$ cat config.mk
export PLATFORM = sky130hd
export DESIGN_NAME = instruction_fetch
export DESIGN_NICKNAME = d
export VERILOG_FILES = /design/src/rtl/instruction_fetch.sv
export SDC_FILE = /design/constraint.sdc
export NUM_CORES = 1
export LEC_CHECK = 0
export ABC_CLOCK_PERIOD_IN_PS = 3150
export BUFFER_PORTS_ARGS = -buffer_cell sky130_fd_sc_hd__buf_4
export CAP_MARGIN = 25
export CORE_MARGIN = 8
export CORE_UTILIZATION = 50
export CTS_BUF_LIST = sky130_fd_sc_hd__clkbuf_2
export DETAILED_ROUTE_END_ITERATION = 16
export PLACE_DENSITY = 0.79
export SYNTH_ARGS = -nofsm -noshare
export SYNTH_HDL_FRONTEND = slang
export SYNTH_SLANG_ARGS = --single-unit
$ cat constraint.sdc
create_clock -name clk -period 3.15 [get_ports clk]
set_clock_uncertainty 0.15 [all_clocks]
set_input_delay 0.1575 -clock clk [delete_from_list [all_inputs] [get_ports clk]]
set_output_delay 0.1575 -clock clk [all_outputs]
set_load 0.02 [all_outputs]
$ cat src/rtl/instruction_fetch.sv
// Instruction fetch unit: PC sequencing, branch-target table and counters for a
// synchronous instruction ROM. Run control is a three-state IDLE/RUN/DONE FSM.
module instruction_fetch (
  input  logic        clk,
  input  logic        reset_n,
  input  logic        start,
  input  logic [9:0]  progLen,
  input  logic        stall,
  input  logic        branchEnable,
  input  logic [4:0]  LUTIndex,
  input  logic        lutWe,
  input  logic [4:0]  lutWaddr,
  input  logic [9:0]  lutWdata,
  input  logic [8:0]  imemData,
  output logic [9:0]  imemAddr,
  output logic [8:0]  instr,
  output logic        instrValid,
  output logic [9:0]  pc,
  output logic        busy,
  output logic        done,
  output logic [15:0] cycleCount,
  output logic [15:0] retireCount
);

  typedef enum logic [1:0] {
    IDLE = 2'd0,
    RUN  = 2'd1,
    DONE = 2'd2
  } state_t;

  state_t      state;
  state_t      state_next;
  logic [9:0]  lut [32];
  logic [10:0] next_pc;
  logic        advance;
  logic        run_end;
  logic        start_any;
  logic        start_run;

  // next_pc is one bit wider than pc so a target or pc+1 past the end of the
  // address space still compares correctly against progLen.
  assign next_pc   = branchEnable ? {1'b0, lut[LUTIndex]} : ({1'b0, pc} + 11'd1);
  assign advance   = (state == RUN) && !stall;
  assign run_end   = advance && (next_pc >= {1'b0, progLen});
  assign start_any = (state != RUN) && start;
  assign start_run = start_any && (progLen != 10'd0);

  // State register
  always_ff @(posedge clk or negedge reset_n) begin
    if (!reset_n) begin
      state <= IDLE;
    end else begin
      state <= state_next;
    end
  end

  // Next-state logic
  always_comb begin
    state_next = state;
    case (state)
      IDLE, DONE: begin
        if (start) begin
          state_next = (progLen != 10'd0) ? RUN : DONE;
        end
      end
      RUN: begin
        if (run_end) begin
          state_next = DONE;
        end
      end
      default: state_next = IDLE;
    endcase
  end

  // Outputs. instrValid marks instr as meaningful for every RUN cycle; the
  // decoder consumes it only when stall=0, and a stalled cycle re-presents
  // the same pc/instr pair because the ROM is re-addressed with pc.
  always_comb begin
    imemAddr   = 10'd0;
    busy       = 1'b0;
    done       = 1'b0;
    instrValid = 1'b0;
    case (state)
      RUN: begin
        busy       = 1'b1;
        instrValid = 1'b1;
        imemAddr   = stall ? pc : next_pc[9:0];
      end
      DONE: done = 1'b1;
      default: ;
    endcase
  end

  assign instr = imemData;

  // Program counter: holds on the final instruction when the run ends
  always_ff @(posedge clk or negedge reset_n) begin
    if (!reset_n) begin
      pc <= 10'd0;
    end else if (start_run) begin
      pc <= 10'd0;
    end else if (advance && !run_end) begin
      pc <= next_pc[9:0];
    end
  end

  // Saturating run counters
  always_ff @(posedge clk or negedge reset_n) begin
    if (!reset_n) begin
      cycleCount  <= 16'd0;
      retireCount <= 16'd0;
    end else if (start_any) begin
      cycleCount  <= 16'd0;
      retireCount <= 16'd0;
    end else if (state == RUN) begin
      if (cycleCount != 16'hFFFF) begin
        cycleCount <= cycleCount + 16'd1;
      end
      if (!stall && (retireCount != 16'hFFFF)) begin
        retireCount <= retireCount + 16'd1;
      end
    end
  end

  // Branch-target table; a same-cycle read sees the pre-write value
  always_ff @(posedge clk or negedge reset_n) begin
    if (!reset_n) begin
      for (int i = 0; i < 32; i++) begin
        lut[i] <= 10'd0;
      end
    end else if (lutWe) begin
      lut[lutWaddr] <= lutWdata;
    end
  end

endmodule

# After elaboration in Yosys (flattened, before gate mapping)
# Cells that the tools add are included.
# op_classes
n_addsub	3
n_lt_le_gt_ge	4
eq_ne	7
n_mux	23
bitwise	2
n_reduce_logical	19
# ops
op	n
$bwmux 320	1
$mux 16	6
$mux 10	7
$bmux 10 s5	1
$demux 10 s5	1
$add 16x1->16 const B	2
$ne 16x16->1 const B	2
$ge 6x6->1 const B	2
$not 5->6	2
$add 10x1->11 const B	1
$ge 11x10->1	1
$mux 11	1
$reduce_bool 10->1	1
$reduce_bool 2->1	4
$logic_and 1x1->1	7
$lt 6x1->1 const B	1
$mux 2	3
$reduce_and 2->1	3
$ne 2x2->1 const B	2
$pmux 2 s2	1
$eq 2x1->1 const B	1
$eq 2x2->1 const B	1
$logic_not 1->1	2
$logic_not 2->1	1
other kinds (3)	4
# totals
ff_bits	364
inputBits	45
out_inout_bits	64
elab_cells	94

# Logic depth before layout (Yosys ltp)
# logic_depth
depth_word	11
depth_mapped	17
mapped_depth_nobuf	13

# Worst setup path before layout
# OpenSTA, ideal clock, no wires.
# synth_timing
path_type	input to register
start	input port LUTIndex[1]
end	register pc[0]
setup_time_ns	0.122
arrival_ns	3.207
t_required_ns	2.878
setup_slack_ns	-0.328
stages	14
n_path_buf	2
path_cell_list	buf_4 -> buf_2 -> mux4_2 -> mux4_2 -> a21oi_1 -> nand2_1 -> nand2_1 -> ha_1 -> nand2b_1 -> a211o_1 -> a21oi_1 -> o211ai_1 -> and2_1 -> a32o_1
# synth_via
elab_chain_len	10
elab_cells_between_ends	12
cone_classes	1 x order compare; 6 x mux; 1 x bitwise; 4 x reduce/logical
# synth_rtl
element	line	text
from (decl)	10	input logic [4:0] LUTIndex,
$not 5->6 (not written as such) (*)	42	assign next_pc = branchEnable ? {1'b0, lut[LUTIndex]} : ({1'b0, pc} + 11'd1);
$bmux 10 s5 (*)	42	
$mux 10 (not written as such) (*) (2 in a row)	42	
$mux 11 (*)	42	
$ge 11x10->1	44	assign run_end = advance && (next_pc >= {1'b0, progLen});
$logic_and 1x1->1	44	
$logic_not 1->1	102	end else if (advance && !run_end) begin
$logic_and 1x1->1	102	
$reduce_bool 2->1 (no source line)	n/a	
to (signal assigned)	103	pc <= next_pc[9:0];
to (decl)	18	output logic [9:0] pc,
# Every way passes the cells marked *; elsewhere a longest branch is shown, timed or not. The select of a mux whose other input is x is not followed.
# A chain may end at the register's enable or synchronous reset.

# Worst setup path after layout
# layout_timing
start	register lut[90] (netlist bit)
end	register pc[5]
# layout_via
elab_chain_len	9
# layout_rtl
element	line	text
from (decl)	33	logic [9:0] lut [32];
from (signal, indexed assignment)	132	lut[lutWaddr] <= lutWdata;
$bmux 10 s5	42	
$mux 10 (not written as such) (2 in a row)	42	
$mux 11	42	
$ge 11x10->1	44	
$logic_and 1x1->1	44	
$logic_not 1->1	102	
$logic_and 1x1->1	102	
$reduce_bool 2->1 (no source line)	n/a	
# No other way between the ends. The select of a mux whose other input is x is not followed.

==> reports/qor.yml <==
status: "finished with violations"
violations: "setup timing"
combPwrFrac: 0.290
drt_wl_total_um: 44900
final_common_cell: "dfrtp_1"
core-area_mm2: 0.0345
initial_utilization: 0.509
async_flop_share: 1.00
switchingPower_mw: 4.13
grt_antenna_before_repair: 1
final_core_util: 0.602
cp_slowest_cell: "mux4_2"
min_period_ns: 3.57
synth_seq_area_share: 0.518
clk_pin_slew_ns: 0.12
start_kind: "flop"
nNetsFinal: 1572
seqPwrFrac: 0.478
pwr_density_cell_mw_per_mm2: 617
num_rows: 68
use_met1: 0.284
finalHoldViolCount: 0
drv_cap: 0
use_met3: 0.0511
dp_hpwl_um: 29500
worst-path-buf-inv: 1
busiest_layer: "met2"
hold_start: "start"
crit_chain: "mux4_2 -> mux4_2 -> nor2b_4 -> a21oi_4 -> nand2_2 -> nand2_1 -> ha_1 -> nand2b_4 -> a211o_1 -> a21oi_2 -> o211ai_1 -> buf_4 -> and3_4 -> a21o_1"
path_class: "reg2reg"
overflow: 0
power_leakage_nw: 9.59
die_w_um: 203
setup_viol: 16
cts_buffers: 88
syn2layout_area_growth_pct: 18.2
synth_area_mm2: 0.0176
cts_root_buf: "clkbuf_2"
syn-instance-count: 1273
dr.first_iter.drc_count: 875
port_buffers: 90
r2r_slack_ns: -0.42
syn_nets: 1331
end_kind: "flop"
synth_flop_cell: "dfrtp_1"
track_usage: 0.217
clock-sinks: 364
firstDrtPassIters: 5
syn_avg_cell_area_um2: 13.8
route.vias.total: 12100
htree_levels: 3
swShare: 0.322
routedWlPerCell_um: 22.2
die_h_um: 203
yosysWarnings: 0
grt_pass1_wl_um: 71100
grt_pass1_vias: 12900
hold_path.class: "in2reg"
clock_latency_ns: 0.94
dieArea_mm2: 0.0414
vdd_drop_max_v: 0.000527
fin_ws_ns: -0.422
fmax_mhz: 280
antenna_left: 0
io_pins: 109
rsz0062_at_grt: "yes"
critPathMaxStageDelay_ns: 0.49
grt_max_degree: 83
final_max_slew_viol_count: 0
cp_common_cell: "mux4_2"
tightest_slew_ns: 0.838
tritoncts: "built"
postSynthRegisterBits: 364
drt-vias-per-instance: 5.96
clockBufferDepth: 3
fin_crit_sh: 1.13
required_ns: 3.78
gp_congestion: 0.894
final_cell_mix: "364 x dfrtp_1, 321 x mux2_2, 178 x buf_4"
p_int_mw: 8.70
grt_use_met2: 0.350
critPathLaunch: "lut[90]"
clkPwrFrac: 0.232
synthDistinctLibCells: 60
drive_gt1_frac: 0.498
synth_edf_count: 0
critPathArrivalTime_ns: 4.20
tns_ns: -4.83
path_max_fanout: 4
rr_startpoint: "lut[90]"
slew_headroom: 0.440
crit_family: "multiplexers"
drc: 0
## synth_stat cells, types with 3 or more instances
library cell | count | area share
a211oi_1 | 17 | 0.0073
a21oi_1 | 21 | 0.0060
a22o_1 | 4 | 0.0020
a22oi_1 | 9 | 0.0038
a31oi_1 | 11 | 0.0039
and2_1 | 7 | 0.0025
and3_1 | 7 | 0.0025
and4_1 | 5 | 0.0025
buf_2 | 10 | 0.0028
buf_4 | 16 | 0.0068
buf_6 | 6 | 0.0038
clkbuf_1 | 56 | 0.012
dfrtp_1 | 364 | 0.52
ha_1 | 13 | 0.0093
inv_1 | 25 | 0.0053
mux2_2 | 323 | 0.21
mux2i_1 | 24 | 0.014
mux4_1 | 12 | 0.018
mux4_2 | 64 | 0.082
nand2_1 | 54 | 0.012
nand2b_1 | 6 | 0.0021
nand3_1 | 26 | 0.0074
nand3b_1 | 4 | 0.0017
nand4_1 | 12 | 0.0043
nor2_1 | 46 | 0.0098
nor2b_1 | 13 | 0.0046
nor3_1 | 7 | 0.0020
nor3b_1 | 4 | 0.0017
nor4_1 | 5 | 0.0018
o21a_1 | 5 | 0.0021
o21ai_0 | 30 | 0.0085
o221ai_1 | 5 | 0.0025
o22a_1 | 4 | 0.0020
o22ai_1 | 5 | 0.0018
o31ai_1 | 3 | 0.0013
o41ai_1 | 3 | 0.0015
xnor2_1 | 14 | 0.0070
xor2_1 | 6 | 0.0030
## state kept, by name, summed over array words and instances (netlist names)
signal,cells
cycleCount,16
retireCount,16
state,2
pc,10
lut,320
## metrics by stage
step           cells  setup slack (ns)  hold WS [ns]  power (mW)  cell area [um^2]
4_1_cts         2019            -0.437        0.0337        12.8             20700
6_report        2024            -0.422         0.104        12.8             20800
2_1_floorplan   1273            -0.147        -0.288        8.31             17600
5_1_grt         2024            -0.518        0.0975        13.5             20800
3_3_place_gp    1829            -0.641        0.0669        9.42             19200
3_5_place_dp    1830            -0.704        0.0689        9.59             19200
## cell type report
cell class,count,area (um^2)
tap,455,569
timing repair buffer,240,2070
sequential,364,9110
clock inverter,16,98.8
inverter,26,100
clock buffer,128,641
antenna,1,2.50
fill,2592,13800
multi-input combinational,794,8190
## per-layer routing
layer	part of all wire	wire (um)
met5	0	0
met3	0.074	3340
met4	0.024	1080
met2	0.48	21500
met1	0.42	18900
## timing repair
item                                    CTS  global route
endpoints found under the setup margin   22            22
hold buffers                             40             0
setup buffers                             9             4
pin swaps                                29            13
endpoints found under the hold margin   728             0
resized for setup                        56            23
## cells by family after synthesis
kind of cell	Yosys count	share of synthesized area
multiplexers	424	0.322
flip-flops	364	0.518
AND/OR/NAND/NOR	203	0.0575
AO/OA/AOI/OAI	134	0.0513
buffers and inverters	115	0.0319
XOR/XNOR	20	0.00997
adder cells (fa/ha/maj)	13	0.00926
## power by group through the flow
stage                     logic (mW)  registers [mW]  clock network (mW)
after floorplan                 2.12            6.18                   0
after global placement          3.27            6.15                   0
after detailed placement        3.38            6.21                   0
after CTS                       3.60            6.11                3.05
after global routing            3.99            6.24                3.26
final                           3.73            6.13                2.98
## path summary, 6_finish.rpt
kind / end / cells after the start
worst max-delay path: pc[5] / 14
worst min register to register: lut[291] / 1
min in group asynchronous: lut[72] / 4
worst min-delay path: cycleCount[5] / 5
max in group asynchronous: lut[291] / 4
worst max register to register: pc[5] / 14
## worst register-to-register path, delay by kind of cell (launching register included)
family	cells	cell delay [ns]
AOI/OAI and AO/OA	5	0.94
adders and majority gates	1	0.22
buffers and inverters	1	0.21
DFF	1	0.40
muxes	2	0.96
and+or+nand+nor	5	0.58
Note: power is estimated with default switching activity, not from simulation.
